<file path="src/rtl/stream_rr_arbiter.sv">
// -----------------------------------------------------------------------------
// stream_rr_arbiter
//
// Round-robin arbiter that merges p_n valid/ready streams onto one downstream
// stream. A requester keeps its grant for up to p_burst transfers. The grant
// ends early if the requester drops valid. Exactly one IDLE cycle separates
// consecutive grants. Data, valid and ready are combinational pass-throughs
// of the granted requester. Only the grant bookkeeping is registered.
//
// Ports
//   i_clk    : clock; all logic is rising-edge
//   i_rst    : synchronous, active-high reset
//   i_valid  : [p_n]          per-requester valid
//   i_data   : [p_n*p_width]  requester k at bits [k*p_width +: p_width]
//   o_ready  : [p_n]          per-requester ready (only the granted bit can be 1)
//   o_valid  : downstream valid
//   o_data   : [p_width]      downstream data (don't-care when o_valid=0)
//   o_id     : [p_idw]        index of the granted requester
//   o_last   : final transfer of the current grant
//   i_ready  : downstream ready
// -----------------------------------------------------------------------------
module stream_rr_arbiter #(
   parameter int p_n     = 4,
   parameter int p_width = 16,
   parameter int p_burst = 8,
   localparam int p_idw  = (p_n > 1) ? $clog2(p_n) : 1
) (
   input  logic                     i_clk,
   input  logic                     i_rst,
   input  logic [p_n-1:0]           i_valid,
   input  logic [p_n*p_width-1:0]   i_data,
   output logic [p_n-1:0]           o_ready,
   output logic                     o_valid,
   output logic [p_width-1:0]       o_data,
   output logic [p_idw-1:0]         o_id,
   output logic                     o_last,
   input  logic                     i_ready
);

   localparam int p_cw = $clog2(p_burst + 1);

   typedef enum logic [0:0] {
      S_IDLE  = 1'b0,
      S_GRANT = 1'b1
   } state_t;

   state_t           r_state;
   state_t           w_state_nxt;
   logic [p_idw-1:0] r_grant;
   logic [p_idw-1:0] w_grant_nxt;
   logic [p_idw-1:0] r_ptr;
   logic [p_idw-1:0] w_ptr_nxt;
   logic [p_cw-1:0]  r_cnt;
   logic [p_cw-1:0]  w_cnt_nxt;

   logic [p_n-1:0]   w_rot;
   logic [p_idw-1:0] w_sel;
   logic             w_found;
   logic             w_gvalid;
   logic             w_xfer;
   logic             w_last;
   logic [p_idw-1:0] w_grant_inc;

   // Rotated request vector and first-set search starting at the rr pointer.
   // After rotation, bit i corresponds to requester (r_ptr + i) mod p_n.
   always_comb begin
      logic [p_idw:0] v_sum;
      w_found = 1'b0;
      w_sel   = '0;
      v_sum   = '0;
      w_rot   = p_n'({i_valid, i_valid} >> r_ptr);
      for (int i = 0; i < p_n; i++) begin
         if (!w_found && w_rot[i]) begin
            w_found = 1'b1;
            v_sum   = {1'b0, r_ptr} + (p_idw+1)'(i);
            if (v_sum >= (p_idw+1)'(p_n)) begin
               v_sum = v_sum - (p_idw+1)'(p_n);
            end else begin
               v_sum = v_sum;
            end
            w_sel = v_sum[p_idw-1:0];
         end else begin
            w_found = w_found;
         end
      end
   end

   // Pass-through of the granted requester and burst-end detection.
   always_comb begin
      w_gvalid    = i_valid[r_grant];
      o_data      = p_width'(i_data >> (int'(r_grant) * p_width));
      o_id        = r_grant;
      w_grant_inc = (r_grant == p_idw'(p_n - 1)) ? '0 : r_grant + p_idw'(1);
      if (r_state == S_GRANT) begin
         o_valid = w_gvalid;
         o_ready = {{(p_n-1){1'b0}}, i_ready} << r_grant;
      end else begin
         o_valid = 1'b0;
         o_ready = '0;
      end
      w_last = o_valid && (r_cnt == p_cw'(p_burst - 1));
      o_last = w_last;
      w_xfer = o_valid && i_ready;
   end

   // Next-state logic: pick a grant in IDLE, count transfers and release in GRANT.
   always_comb begin
      w_state_nxt = r_state;
      w_grant_nxt = r_grant;
      w_ptr_nxt   = r_ptr;
      w_cnt_nxt   = r_cnt;
      case (r_state)
         S_IDLE: begin
            if (w_found) begin
               w_state_nxt = S_GRANT;
               w_grant_nxt = w_sel;
               w_cnt_nxt   = '0;
            end else begin
               w_state_nxt = S_IDLE;
            end
         end
         S_GRANT: begin
            // A dropped valid releases the grant without a transfer; a
            // stalled-but-valid requester keeps it.
            if (!w_gvalid) begin
               w_state_nxt = S_IDLE;
               w_ptr_nxt   = w_grant_inc;
            end else if (w_xfer && w_last) begin
               w_state_nxt = S_IDLE;
               w_ptr_nxt   = w_grant_inc;
            end else if (w_xfer) begin
               w_cnt_nxt   = r_cnt + p_cw'(1);
            end else begin
               w_state_nxt = S_GRANT;
            end
         end
         default: begin
            w_state_nxt = S_IDLE;
         end
      endcase
   end

   // State, grant, pointer and burst-counter registers.
   always_ff @(posedge i_clk) begin
      if (i_rst) begin
         r_state <= S_IDLE;
         r_grant <= '0;
         r_ptr   <= '0;
         r_cnt   <= '0;
      end else begin
         r_state <= w_state_nxt;
         r_grant <= w_grant_nxt;
         r_ptr   <= w_ptr_nxt;
         r_cnt   <= w_cnt_nxt;
      end
   end

endmodule

</file>
<file path="config.mk">
export PLATFORM = sky130hd
export DESIGN_NAME = stream_rr_arbiter
export DESIGN_NICKNAME = d
export VERILOG_FILES = /design/src/rtl/stream_rr_arbiter.sv
export SDC_FILE = /design/constraint.sdc
export NUM_CORES = 1
export LEC_CHECK = 0
export ABC_AREA = 1
export CAP_MARGIN = 20
export CELL_PAD_IN_SITES_DETAIL_PLACEMENT = 1
export CELL_PAD_IN_SITES_GLOBAL_PLACEMENT = 2
export CORE_MARGIN = 4
export CORE_UTILIZATION = 14
export CTS_CLUSTER_DIAMETER = 80
export DETAILED_ROUTE_END_ITERATION = 6
export PLACE_DENSITY = 0.89
export SLEW_MARGIN = 5
export SYNTH_ARGS = -nofsm -noshare
export SYNTH_HDL_FRONTEND = slang
export SYNTH_SLANG_ARGS = --single-unit
</file>
<file path="constraint.sdc">
create_clock -name i_clk -period 1.7 [get_ports i_clk]
set_clock_uncertainty 0.1 [all_clocks]
set_input_delay 0.34 -clock i_clk [delete_from_list [all_inputs] [get_ports i_clk]]
set_output_delay 0.34 -clock i_clk [all_outputs]
set_load 0.02 [all_outputs]
</file>
==> impl_results.rst <==
.. list-table::
   :header-rows: 1

   * - Metric
     - Value
   * - Status
     - complete, but fails checks
   * - Violated checks
     - setup timing
   * - Worst Hold Margin
     - 479 ps
   * - Worst-case reg-to-reg path depth
     - 13
   * - Wire length of the first global-routing pass
     - 10200 um
   * - Count of nets after finishing
     - 415
   * - Std-Cell Rows
     - 33
   * - Number of CTS-inserted buffers
     - 3
   * - Ports
     - 95
   * - Estimated wirelength of the detail-placed design
     - 5180 um
   * - Number of hold-repair buffers added at the cts stage
     - 0
   * - Yosys warnings
     - 0
   * - WL final
     - 6680 um
   * - Die Span Y
     - between 100 and 150 um
   * - Cell accounting for the most synthesized area
     - sky130_fd_sc_hd__dfxtp_1
   * - Congestion Overflow GR
     - 0
   * - Peak fanout along the critical path
     - 6
   * - Final setup margin
     - -92.5 ps
   * - Clk Latency, worst-skew pair
     - 230 ps
   * - Final critical-path required period
     - 1790 ps
   * - Peak per-stage delay on the critical path
     - around 360 ps
   * - Via count
     - 1970
   * - Fin crit share
     - 1.05
   * - Combined area of the multi-input logic cells
     - about 1100 um^2
   * - Count of endpoints failing setup in the final report
     - 24
   * - Worst slew margin
     - 0.696
   * - Placeable core area
     - slightly above 8000 um^2
   * - # H-tree levels
     - 1
   * - End point of the most critical hold path
     - r_ptr[0]
   * - Iteration-0 DRC Markers
     - 25
   * - Growth of design area from synthesis to finish
     - 140%
   * - Share of the synthesized area in compound gates (AO/OA/AOI/OAI)
     - 0.289
   * - Data required time at the worst endpoint
     - roughly 1300 ps
   * - Maximum buffer depth of the clock tree
     - 2
   * - Placer congestion estimate
     - 0.792
   * - Area of the die
     - between 10000 and 15000 um^2
   * - Initial antenna violation count
     - 0
   * - Number of nets still failing antenna checks after routing
     - 0
   * - Sequential cell area in the final layout
     - 194 um^2
   * - Max VDD drop
     - 420 uV
   * - Number of maximum-capacitance violations
     - 0
   * - Number of sinks on the clock net
     - 9
   * - Hold path startpoint
     - r_ptr[0]
   * - Die X-Extent
     - 100 um
   * - Area share of and/or/nand/nor cells after synthesis
     - 0.434
   * - Actual slew at the worst max-slew pin
     - ~460 ps
   * - Vias in the first global route
     - 2003
   * - Clock transition at path regs
     - 50 ps
   * - Clock tree root buffer cell
     - sky130_fd_sc_hd__clkbuf_8
   * - Post-synthesis register bit count
     - 9
   * - Cell count of the worst hold path
     - 2
   * - Post-synthesis sequential area ratio
     - 0.151
   * - Mean Syn Cell Area
     - between 5 and 6 um^2
   * - Share of synthesized registers carrying an async set or reset
     - 0
   * - Reg2reg start
     - o_id[0]
   * - Post-synthesis instance area
     - 1190 um^2
   * - Count of final hold-check violations
     - 0
   * - Fraction of final layout cells sized beyond drive strength 1
     - 0.375
   * - Count leader, synth
     - sky130_fd_sc_hd__nor2_1
   * - Leakage power summed over all cells
     - around 1.2 nW
   * - Cell types with the largest area share after synthesis
     - sky130_fd_sc_hd__dfxtp_1 15%, sky130_fd_sc_hd__o21ai_0 15%, sky130_fd_sc_hd__nor2_1 14%
   * - Final-layout fill cell count
     - 1038
   * - Capture point of the worst reg-to-reg path
     - r_cnt[1]
   * - First-pass iteration count of the detailed router
     - 4
   * - Port bufs
     - 94
   * - Adder and majority gate portion of the synthesized area
     - 0.0210
   * - Crit Path Category
     - flop to output port
   * - Setup slack, reg-to-reg
     - -50 ps
   * - Largest net degree at the start of global routing
     - 29
   * - Number of max-slew violations in the final report
     - 0
   * - Finished Core Util
     - 0.346
   * - Largest family of logic cells by synthesized area
     - simple AND/OR/NAND/NOR gates
   * - Effective utilization at floorplan
     - 0.144
   * - Worst hold-check path type
     - flop to flop
   * - Yosys top cell area share
     - 0.151
   * - Most instantiated flip-flop cell in the synthesis netlist
     - sky130_fd_sc_hd__dfxtp_1
   * - Post-route DRC violation count
     - 0
   * - Post-synthesis cell type count
     - 26
   * - Ordered list of cells on the worst path
     - clkinvlp_4 -> buf_4 -> clkbuf_16 -> o21ai_0 -> o22ai_1 -> buf_2
   * - Pwr/cell area
     - 1700 nW/um^2
   * - Max frequency
     - 0.558 GHz
   * - Most numerous cell types in the synthesized netlist
     - 43 x sky130_fd_sc_hd__nor2_1, 36 x sky130_fd_sc_hd__o21ai_0, 30 x sky130_fd_sc_hd__nand2_1, 16 x sky130_fd_sc_hd__o22ai_1, 13 x sky130_fd_sc_hd__nand3_1
   * - Type of origin of the critical path
     - flop
   * - Clock tree from TritonCTS
     - yes
   * - Gate Count Post-Synth
     - 211
   * - Total Neg Setup Slack
     - -1370 ps
   * - Crit-path slowest cell
     - sky130_fd_sc_hd__dfxtp_4
   * - Synth Net Count
     - approximately 280
   * - RSZ-0062 raised after global routing
     - true
   * - Category of the worst setup path capture point
     - output port
   * - Number of synthesized flops with an enable pin
     - 0
   * - Diodes inserted
     - 0
   * - Endpoint arrival time on the critical path
     - roughly 1400 ps
   * - Share of synthesized area spent on multiplexers
     - 0
   * - Share of the synthesized netlist area taken by xor and xnor gates
     - 0.0147
   * - Post-detailed-route wirelength per cell
     - 15.0 um
   * - Number of vias per cell after detailed routing
     - 4.42
   * - Global-route total usage across every layer
     - 0.124
## power breakdown
group          switching (mW)  internal, mW
logic                    2.25          1.89
registers               0.127         0.321
clock network          0.0899         0.164
total                    2.47          2.38
## layer usage
layer | global-route usage | vias up | wire length [um]
li1 | - | 983 | -
met1 | 0.154 | 940 | 2800
met2 | 0.230 | 43 | 3510
met3 | 0.0195 | 4 | 298
met4 | 0.0124 | 0 | 62
met5 | 0 | - | 0
## per-stage QoR
stage,setup slack [ps],std cells,power [mW],cell area [um^2]
floorplan,-41.2,211,2.36,1260
global placement,-622,430,4.07,2570
detailed placement,-623,430,4.15,2570
CTS,-129,436,4.36,2600
global route,-176,446,5.22,2850
finish,-92.5,446,4.84,2850
## sequential cells by signal, summed over array words and instances, names as in the netlist
signal	flops
r_state	1
r_ptr	2
r_cnt	4
o_id	2
## worst max-delay path: cells and delay by family, from the launching register on
kind / cells / cell delay (ps)
flip-flops: 1 / 360
buffers and inverters: 4 / 590
AO/OA/AOI/OAI: 2 / 160
## placed cells by master, fill, tap and decap left out, types with 3 or more instances in the layout
cell | netlist | final
sky130_fd_sc_hd__dfxtp_1 | 9 | 4
sky130_fd_sc_hd__clkdlybuf4s50_1 | 0 | 65
sky130_fd_sc_hd__o22ai_1 | 16 | 8
sky130_fd_sc_hd__nand3_1 | 13 | 12
sky130_fd_sc_hd__o21ai_2 | 0 | 7
sky130_fd_sc_hd__a21oi_2 | 1 | 4
sky130_fd_sc_hd__buf_6 | 2 | 8
sky130_fd_sc_hd__o21ai_0 | 36 | 22
sky130_fd_sc_hd__dlygate4sd2_1 | 0 | 7
sky130_fd_sc_hd__a21oi_1 | 9 | 6
sky130_fd_sc_hd__nand3_2 | 3 | 3
sky130_fd_sc_hd__inv_2 | 4 | 3
sky130_fd_sc_hd__clkbuf_8 | 0 | 3
sky130_fd_sc_hd__nand2_4 | 2 | 6
sky130_fd_sc_hd__buf_12 | 0 | 5
sky130_fd_sc_hd__nand2_2 | 9 | 9
sky130_fd_sc_hd__nor2_1 | 43 | 42
sky130_fd_sc_hd__o21ai_1 | 2 | 9
sky130_fd_sc_hd__dfxtp_4 | 0 | 3
sky130_fd_sc_hd__nor3_4 | 0 | 3
sky130_fd_sc_hd__inv_1 | 8 | 7
sky130_fd_sc_hd__o22ai_2 | 0 | 8
sky130_fd_sc_hd__buf_2 | 0 | 9
sky130_fd_sc_hd__buf_4 | 0 | 41
sky130_fd_sc_hd__nand2_1 | 30 | 25
## how the worst max path moves through the flow
| stage | startpoint | to | slack [ps] |
|---|---|---|---|
| finish | o_id[1] | o_data[1] | -90 |
| global route | o_id[0] | r_cnt[3] | -180 |
| CTS | o_id[1] | o_last | -130 |
| detailed placement | i_valid[0] | o_last | -620 |
| global placement | i_valid[0] | o_last | -620 |
| floorplan | o_id[0] | o_ready[0] | -40 |
## cells by family (layout without fill, tap and decap cells)
kind of cell | after synthesis | count (layout)
buf+inv | 24 | 154
flops | 9 | 9
xor+xnor | 2 | 2
simple gates | 110 | 110
fa+ha+maj | 2 | 2
compound gates | 64 | 64
## layout make-up
| class | count | area share |
|---|---|---|
| Multi-Input combinational cell | 178 | 0.392 |
| Inverter | 13 | 0.0210 |
| Sequential cell | 9 | 0.0680 |
| Tap cell | 105 | 0.0460 |
| Timing Repair Buffer | 137 | 0.457 |
| Clock buffer | 4 | 0.0158 |
## what timing repair did
action                     in CTS  in global routing
cloned                          0                  2
setup endpoints to repair      32                 30
setup buffers                   2                  8
gates resized for setup       135                 39
pin swaps                       5                  9
Power figures use the tool's default switching activity.
